`src/rtl/rom_dma_fetch_engine.sv`:
```
// rom_dma_fetch_engine: streams a run of instruction bytes from the sync ROM into the ROM data FIFO
// Optional header check is enabled by defining ROM_DMA_HDR_CHK_EN.
module rom_dma_fetch_engine #(
    parameter int ROM_ADDR_WIDTH              = 10,
    parameter int ROM_FIFO_DATA_WIDTH         = 8,
    parameter int ROM_RD_LATENCY              = 2,
    parameter int NUM_OF_ROM_FIFO_RD_PER_INST = 5,
    parameter int NUM_INST_WIDTH              = 8
) (
    input  logic                           clk,
    input  logic                           reset_n,
    input  logic                           dma_start,
    input  logic                           dma_abort,
    input  logic [ROM_ADDR_WIDTH-1:0]      dma_base_addr,
    input  logic [NUM_INST_WIDTH-1:0]      dma_num_inst,
    output logic                           dma_busy,
    output logic                           dma_done,
    output logic                           dma_hdr_err,
    output logic                           rom_rd_en,
    output logic [ROM_ADDR_WIDTH-1:0]      rom_addr,
    input  logic [ROM_FIFO_DATA_WIDTH-1:0] rom_rd_data,
    output logic                           rom_data_fifo_fifo_data_push,
    output logic [ROM_FIFO_DATA_WIDTH-1:0] rom_data_fifo_fifo_data_in,
    input  logic                           rom_data_fifo_fifo_full
);
    localparam int TW   = NUM_INST_WIDTH + 3;
    localparam int SKID = ROM_RD_LATENCY + 1;
    localparam int PW   = $clog2(SKID);
    localparam int CW   = $clog2(SKID + 1) + 1;

    typedef enum logic [1:0] {IDLE, RUN, DRAIN, DONE} state_t;

    state_t                         state_q, state_d;
    logic [ROM_ADDR_WIDTH-1:0]      base_q, base_d;
    logic [TW-1:0]                  total_q, total_d, issued_q, issued_d;
    logic [ROM_RD_LATENCY-1:0]      vpipe_q, vpipe_d;
    logic [ROM_FIFO_DATA_WIDTH-1:0] skid_q [SKID];
    logic [ROM_FIFO_DATA_WIDTH-1:0] skid_d [SKID];
    logic [PW-1:0]                  wp_q, wp_d, rp_q, rp_d;
    logic [CW-1:0]                  cnt_q, cnt_d, inflight;
    logic                           wr, push, rd_en, accept, abort;

    function automatic logic [PW-1:0] nxt(input logic [PW-1:0] p);
        return (p == PW'(SKID - 1)) ? '0 : p + 1'b1;
    endfunction

    always_comb begin
        inflight = '0;
        for (int i = 0; i < ROM_RD_LATENCY; i++) inflight = inflight + CW'(vpipe_q[i]);
        wr     = vpipe_q[ROM_RD_LATENCY-1];
        push   = (cnt_q != '0) && !rom_data_fifo_fifo_full;
        accept = (state_q == IDLE) && dma_start && !dma_abort;
        abort  = dma_abort && (state_q == RUN || state_q == DRAIN);
        // a byte leaving the skid this cycle frees its slot, keeping 1 byte/cycle
        rd_en  = (state_q == RUN) && (issued_q < total_q) &&
                 (inflight + cnt_q - CW'(push) < CW'(SKID));
        state_d  = state_q;
        base_d   = base_q;
        total_d  = total_q;
        issued_d = issued_q + TW'(rd_en);
        vpipe_d  = (vpipe_q << 1) | ROM_RD_LATENCY'(rd_en);
        skid_d   = skid_q;
        if (wr) skid_d[wp_q] = rom_rd_data;
        wp_d  = wr ? nxt(wp_q) : wp_q;
        rp_d  = push ? nxt(rp_q) : rp_q;
        cnt_d = cnt_q + CW'(wr) - CW'(push);
        case (state_q)
            IDLE: if (accept) begin
                base_d   = dma_base_addr;
                total_d  = TW'(dma_num_inst) * TW'(NUM_OF_ROM_FIFO_RD_PER_INST);
                issued_d = '0;
                state_d  = (dma_num_inst != '0) ? RUN : DONE;
            end
            RUN:     if (rd_en && issued_q == total_q - 1'b1) state_d = DRAIN;
            DRAIN:   if (inflight == '0 && cnt_q == CW'(push)) state_d = DONE;
            default: state_d = IDLE;
        endcase
        if (abort) begin
            state_d = IDLE;
            vpipe_d = '0;
            wp_d    = '0;
            rp_d    = '0;
            cnt_d   = '0;
        end
    end

    always_ff @(posedge clk) begin
        if (!reset_n) begin
            state_q  <= IDLE;
            base_q   <= '0;
            total_q  <= '0;
            issued_q <= '0;
            vpipe_q  <= '0;
            skid_q   <= '{default: '0};
            wp_q     <= '0;
            rp_q     <= '0;
            cnt_q    <= '0;
        end else begin
            state_q  <= state_d;
            base_q   <= base_d;
            total_q  <= total_d;
            issued_q <= issued_d;
            vpipe_q  <= vpipe_d;
            skid_q   <= skid_d;
            wp_q     <= wp_d;
            rp_q     <= rp_d;
            cnt_q    <= cnt_d;
        end
    end

`ifdef ROM_DMA_HDR_CHK_EN
    localparam int MW = $clog2(NUM_OF_ROM_FIFO_RD_PER_INST);

    logic [MW-1:0]                  mod_q, mod_d;
    logic                           err_q, err_d;
    logic [ROM_FIFO_DATA_WIDTH-1:0] head;

    always_comb begin
        head  = skid_q[rp_q];
        mod_d = mod_q;
        err_d = err_q;
        if (push) mod_d = (mod_q == MW'(NUM_OF_ROM_FIFO_RD_PER_INST - 1)) ? '0 : mod_q + 1'b1;
        // legal opcodes are EXP/SIN/COS (0..2) with the top bit clear
        if (push && mod_q == '0 && (head[7] || head[6:4] > 3'd2)) err_d = 1'b1;
        if (accept) begin
            mod_d = '0;
            err_d = 1'b0;
        end
    end

    always_ff @(posedge clk) begin
        if (!reset_n) begin
            mod_q <= '0;
            err_q <= 1'b0;
        end else begin
            mod_q <= mod_d;
            err_q <= err_d;
        end
    end

    assign dma_hdr_err = err_q;
`else
    assign dma_hdr_err = 1'b0;
`endif

    assign dma_busy                     = (state_q == RUN) || (state_q == DRAIN);
    assign dma_done                     = (state_q == DONE);
    assign rom_rd_en                    = rd_en;
    assign rom_addr                     = rd_en ? base_q + ROM_ADDR_WIDTH'(issued_q) : '0;
    assign rom_data_fifo_fifo_data_push = push;
    assign rom_data_fifo_fifo_data_in   = skid_q[rp_q];
endmodule

```
`config.mk`:
```
export PLATFORM = sky130hd
export DESIGN_NAME = rom_dma_fetch_engine
export DESIGN_NICKNAME = d
export VERILOG_FILES = /design/src/rtl/rom_dma_fetch_engine.sv
export SDC_FILE = /design/constraint.sdc
export NUM_CORES = 1
export LEC_CHECK = 0
export BUFFER_PORTS_ARGS = -buffer_cell sky130_fd_sc_hd__buf_2
export CORE_MARGIN = 3
export CORE_UTILIZATION = 63
export CTS_CLUSTER_SIZE = 28
export DETAILED_ROUTE_END_ITERATION = 16
export GPL_TIMING_DRIVEN = 0
export PLACE_DENSITY = 0.89
export SKIP_CTS_REPAIR_TIMING = 1
export SYNTH_ARGS = -nofsm -noshare
export SYNTH_HDL_FRONTEND = slang
export SYNTH_SLANG_ARGS = --single-unit
export TNS_END_PERCENT = 30
```
`constraint.sdc`:
```
create_clock -name clk -period 7.2 [get_ports clk]
set_input_delay 1.44 -clock clk [delete_from_list [all_inputs] [get_ports clk]]
set_output_delay 1.44 -clock clk [all_outputs]
set_load 0.005 [all_outputs]
```
==> run summary <==
Slew Limit Headroom: 55.68%
Area growth syn-to-layout: 11.96%
Avg Vias per Cell: 5.703
setup slack, reg-to-reg: 3.01 ns
final period demand of the worst path: 5.808 ns
leading register cell type out of synthesis: dfxtp_1
row cnt: 29
ys async rst share: 0%
GRT Util Overall: 27.02%
Root Buffer: clkbuf_8
share of layout cells above drive strength 1: 14.64%
Synth Cell Area: 4363 um^2
hpwl dp: 7.516 mm
CP Launch Point: rom_data_fifo_fifo_full
Post-synth EDFFs: 0
sequential power share: 40.4%
die width: 89.22 um
Syn. warnings: 0
CP peak stage delay: 0.47 ns
top post-synthesis cells by area: dfxtp_1, ha_1, mux2i_1
final wirelength: 9.829 mm
#FFs+latches synth: 67
drt pass-1 iters: 5
GPL Wtd Cong: 0.8504
worst reg2reg startpoint: cnt_q[1]$_SDFF_PP0_
clock network fraction of total power: 25.3%
IO Pins: 54
cell taking the most area after synthesis: dfxtp_1
crit-path most repeated cell: inv_1
Sw Share: 36.67%
# clock sinks: 67
Mapped Cells: 500
synthesized area per cell: 8.726 um^2
clk slew on worst S/H paths: 0.07 ns
Tcrit/Tclk final: 80.66%
Leak: 0.002181 uW
unrepaired setup endpoints after global routing: no
WS Path Type: input port to output pin
MaxCap Viol Count: 0
largest net degree at the start of global routing: 13
Comb power frac: 34.4%
# nets final: 643
sw power: 397.5 uW
Clock Skew: 0.007857 ns
worst r2r dst: issued_q[4]$_SDFF_PN0_
Final Hold Fails: 0
TritonCTS Buffers: 9
die area: 7960 um^2
clock network latency to the later pin of the worst-skew pair: 0.35 ns
Pwr Density: 221.9 nW/um^2
Critical Path AT: 4.37 ns
Distinct cells, synth: 60
fmax: 0.1722 GHz
crit path cell chain: buf_2, or2_2, inv_1, ha_1, inv_1, ha_1, inv_1, fa_1, nor2b_1, a2111oi_4, nand3_2, or2_1, clkbuf_1, inv_2, o31a_1, buf_2
Final ANT Viol Nets: 0
initial detailed-routing violation count: 274
Hold WC Path Type: flop to flop
port buffer count: 51
worst-margin pin slew: 0.6648 ns
worst-path maximum fanout: 9
wire per inst: 15.26 um
area share of the largest cell type after synthesis: 30.74%
initial core utilization: 66.80%
Max clock buf depth: 2
CP bufs+invs: 7
DRC errors left: 0
CP max-delay cell: fa_1
Critical Path RT: 5.76 ns
number of cells on the worst reg-to-reg path: 19
n_diodes: 0
Crit. End Element: output pin
status: finished, final reports clean
setup violators final: 0
setup TNS: 0 ns
internal power: 686.6 uW
first-pass GRT wire length: 16.79 mm
Seq/Total Area, Yosys: 30.74%
height of the die: 89.22 um
Max IR drop VDD: 0.0001417 V
Core Region: 6531 um^2
vias: 3673
Critical path destination: rom_addr[9]
fin. max-slew vios: 0
delay-heaviest family, CP: buffers and inverters
vias in the first global route: 3746
Critical Path Source Type: input port
total power: 1084 uW
H-tree depth: 3
initial antenna violation count: 0
post-synthesis net count: 581
GRT overflow: 0
CTS tree: yes
critical path depth: 16
[through the flow]
stage / instances / instance area, um^2 / utilization [%] / setup WS [ns] / hold slack (ns)
after detailed placement: 628 / 4715 / 72.18 / 1.414 / 0.4688
after CTS: 644 / 4885 / 74.79 / 1.400 / 0.4796
final: 644 / 4885 / 74.79 / 1.392 / 0.4767
after floorplan: 500 / 4363 / - / 1.856 / 0.4406
after global routing: 644 / 4885 / 74.79 / 1.175 / 0.5130
after global placement: 628 / 4715 / 72.18 / 1.446 / 0.4602
[cells in the final DEF, fill, tap and decap left out, types with 7 or more instances in the layout]
cell type,n
nand2_1,56
and3_1,7
nand3_1,10
xor2_1,15
ha_1,46
mux2i_1,32
a21boi_0,15
nor2_1,36
dfxtp_1,67
inv_1,31
clkbuf_8,9
nor2b_1,31
nor3_1,9
o21ai_0,11
a21oi_1,20
buf_2,51
xnor2_1,20
clkbuf_1,17
[power by group through the flow]
stage	Sequential, uW	Combinational (uW)	Clock, uW
4_1_cts	436	371	278
5_1_grt	442	419	294
3_3_place_gp	442	350	0
3_5_place_dp	444	367	0
6_report	437	373	274
2_1_floorplan	433	277	0
[how the worst min path moves through the flow]
| stage | start | to | slack (ns) | cells after the start |
|---|---|---|---|---|
| 3_5_place_dp | base_q[7]$_SDFFE_PN0P_ | base_q[7]$_SDFFE_PN0P_ | 0.47 | 2 |
| 5_1_grt | base_q[3]$_SDFFE_PN0P_ | base_q[3]$_SDFFE_PN0P_ | 0.51 | 2 |
| 6_report | base_q[6]$_SDFFE_PN0P_ | base_q[6]$_SDFFE_PN0P_ | 0.48 | 2 |
| 4_1_cts | base_q[6]$_SDFFE_PN0P_ | base_q[6]$_SDFFE_PN0P_ | 0.48 | 2 |
| 3_3_place_gp | vpipe_q[0]$_SDFF_PP0_ | vpipe_q[1]$_SDFF_PP0_ | 0.46 | 2 |
| 2_1_floorplan | vpipe_q[0]$_SDFF_PP0_ | vpipe_q[1]$_SDFF_PP0_ | 0.44 | 2 |
[tightest hold or removal path: stages, from the launching register on]
cell and delay [ns]:
dfxtp_1 0.32, nand2_1 0.05, a21boi_0 0.06
[state kept, by name, summed over array words and instances (netlist names)]
register / flops
skid_q: 24
issued_q: 11
total_q: 11
base_q: 10
cnt_q: 3
rp_q: 2
state_q: 2
vpipe_q: 2
wp_q: 2
[cell type report]
| type | instances | area, um^2 |
|---|---|---|
| multi-input combinational | 383 | 2830 |
| fill | 472 | 1647 |
| sequential | 67 | 1341 |
| timing repair buffer | 51 | 255.2 |
| clock buffer | 10 | 127.6 |
| inverter | 32 | 120.1 |
| tap | 77 | 96.34 |
| buffer | 18 | 71.32 |
| clock inverter | 6 | 42.54 |
[Yosys cell counts (7+ instances only)]
| cell type | n |
|---|---|
| nor3_1 | 9 |
| ha_1 | 46 |
| mux2i_1 | 32 |
| and3_1 | 7 |
| a21boi_0 | 15 |
| nand3_1 | 10 |
| nand2_1 | 56 |
| xnor2_1 | 20 |
| nor2b_1 | 31 |
| inv_1 | 31 |
| dfxtp_1 | 67 |
| xor2_1 | 15 |
| a21oi_1 | 20 |
| o21ai_0 | 11 |
| clkbuf_1 | 16 |
| nor2_1 | 36 |
[metal layers]
metal | up-vias | track usage, % | wire (um)
li1 | 1832 | - | -
met1 | 1722 | 35.97 | 4381
met2 | 101 | 44.01 | 4712
met3 | 18 | 4.700 | 571
met4 | 0 | 9.878 | 164
met5 | - | 0 | 0
[cell families after synthesis]
| kind of cell | count (synthesis) | synth area share, % |
|---|---|---|
| multiplexers | 32 | 7.342 |
| AO/OA/AOI/OAI | 80 | 12.85 |
| AND/OR/NAND/NOR | 183 | 21.62 |
| other | 1 | 0.08595 |
| adder cells (fa/ha/maj) | 50 | 15.03 |
| flip-flops | 67 | 30.74 |
| XOR/XNOR | 37 | 7.944 |
| buffers and inverters | 50 | 4.388 |
Note: power is estimated with default switching activity, not from simulation.
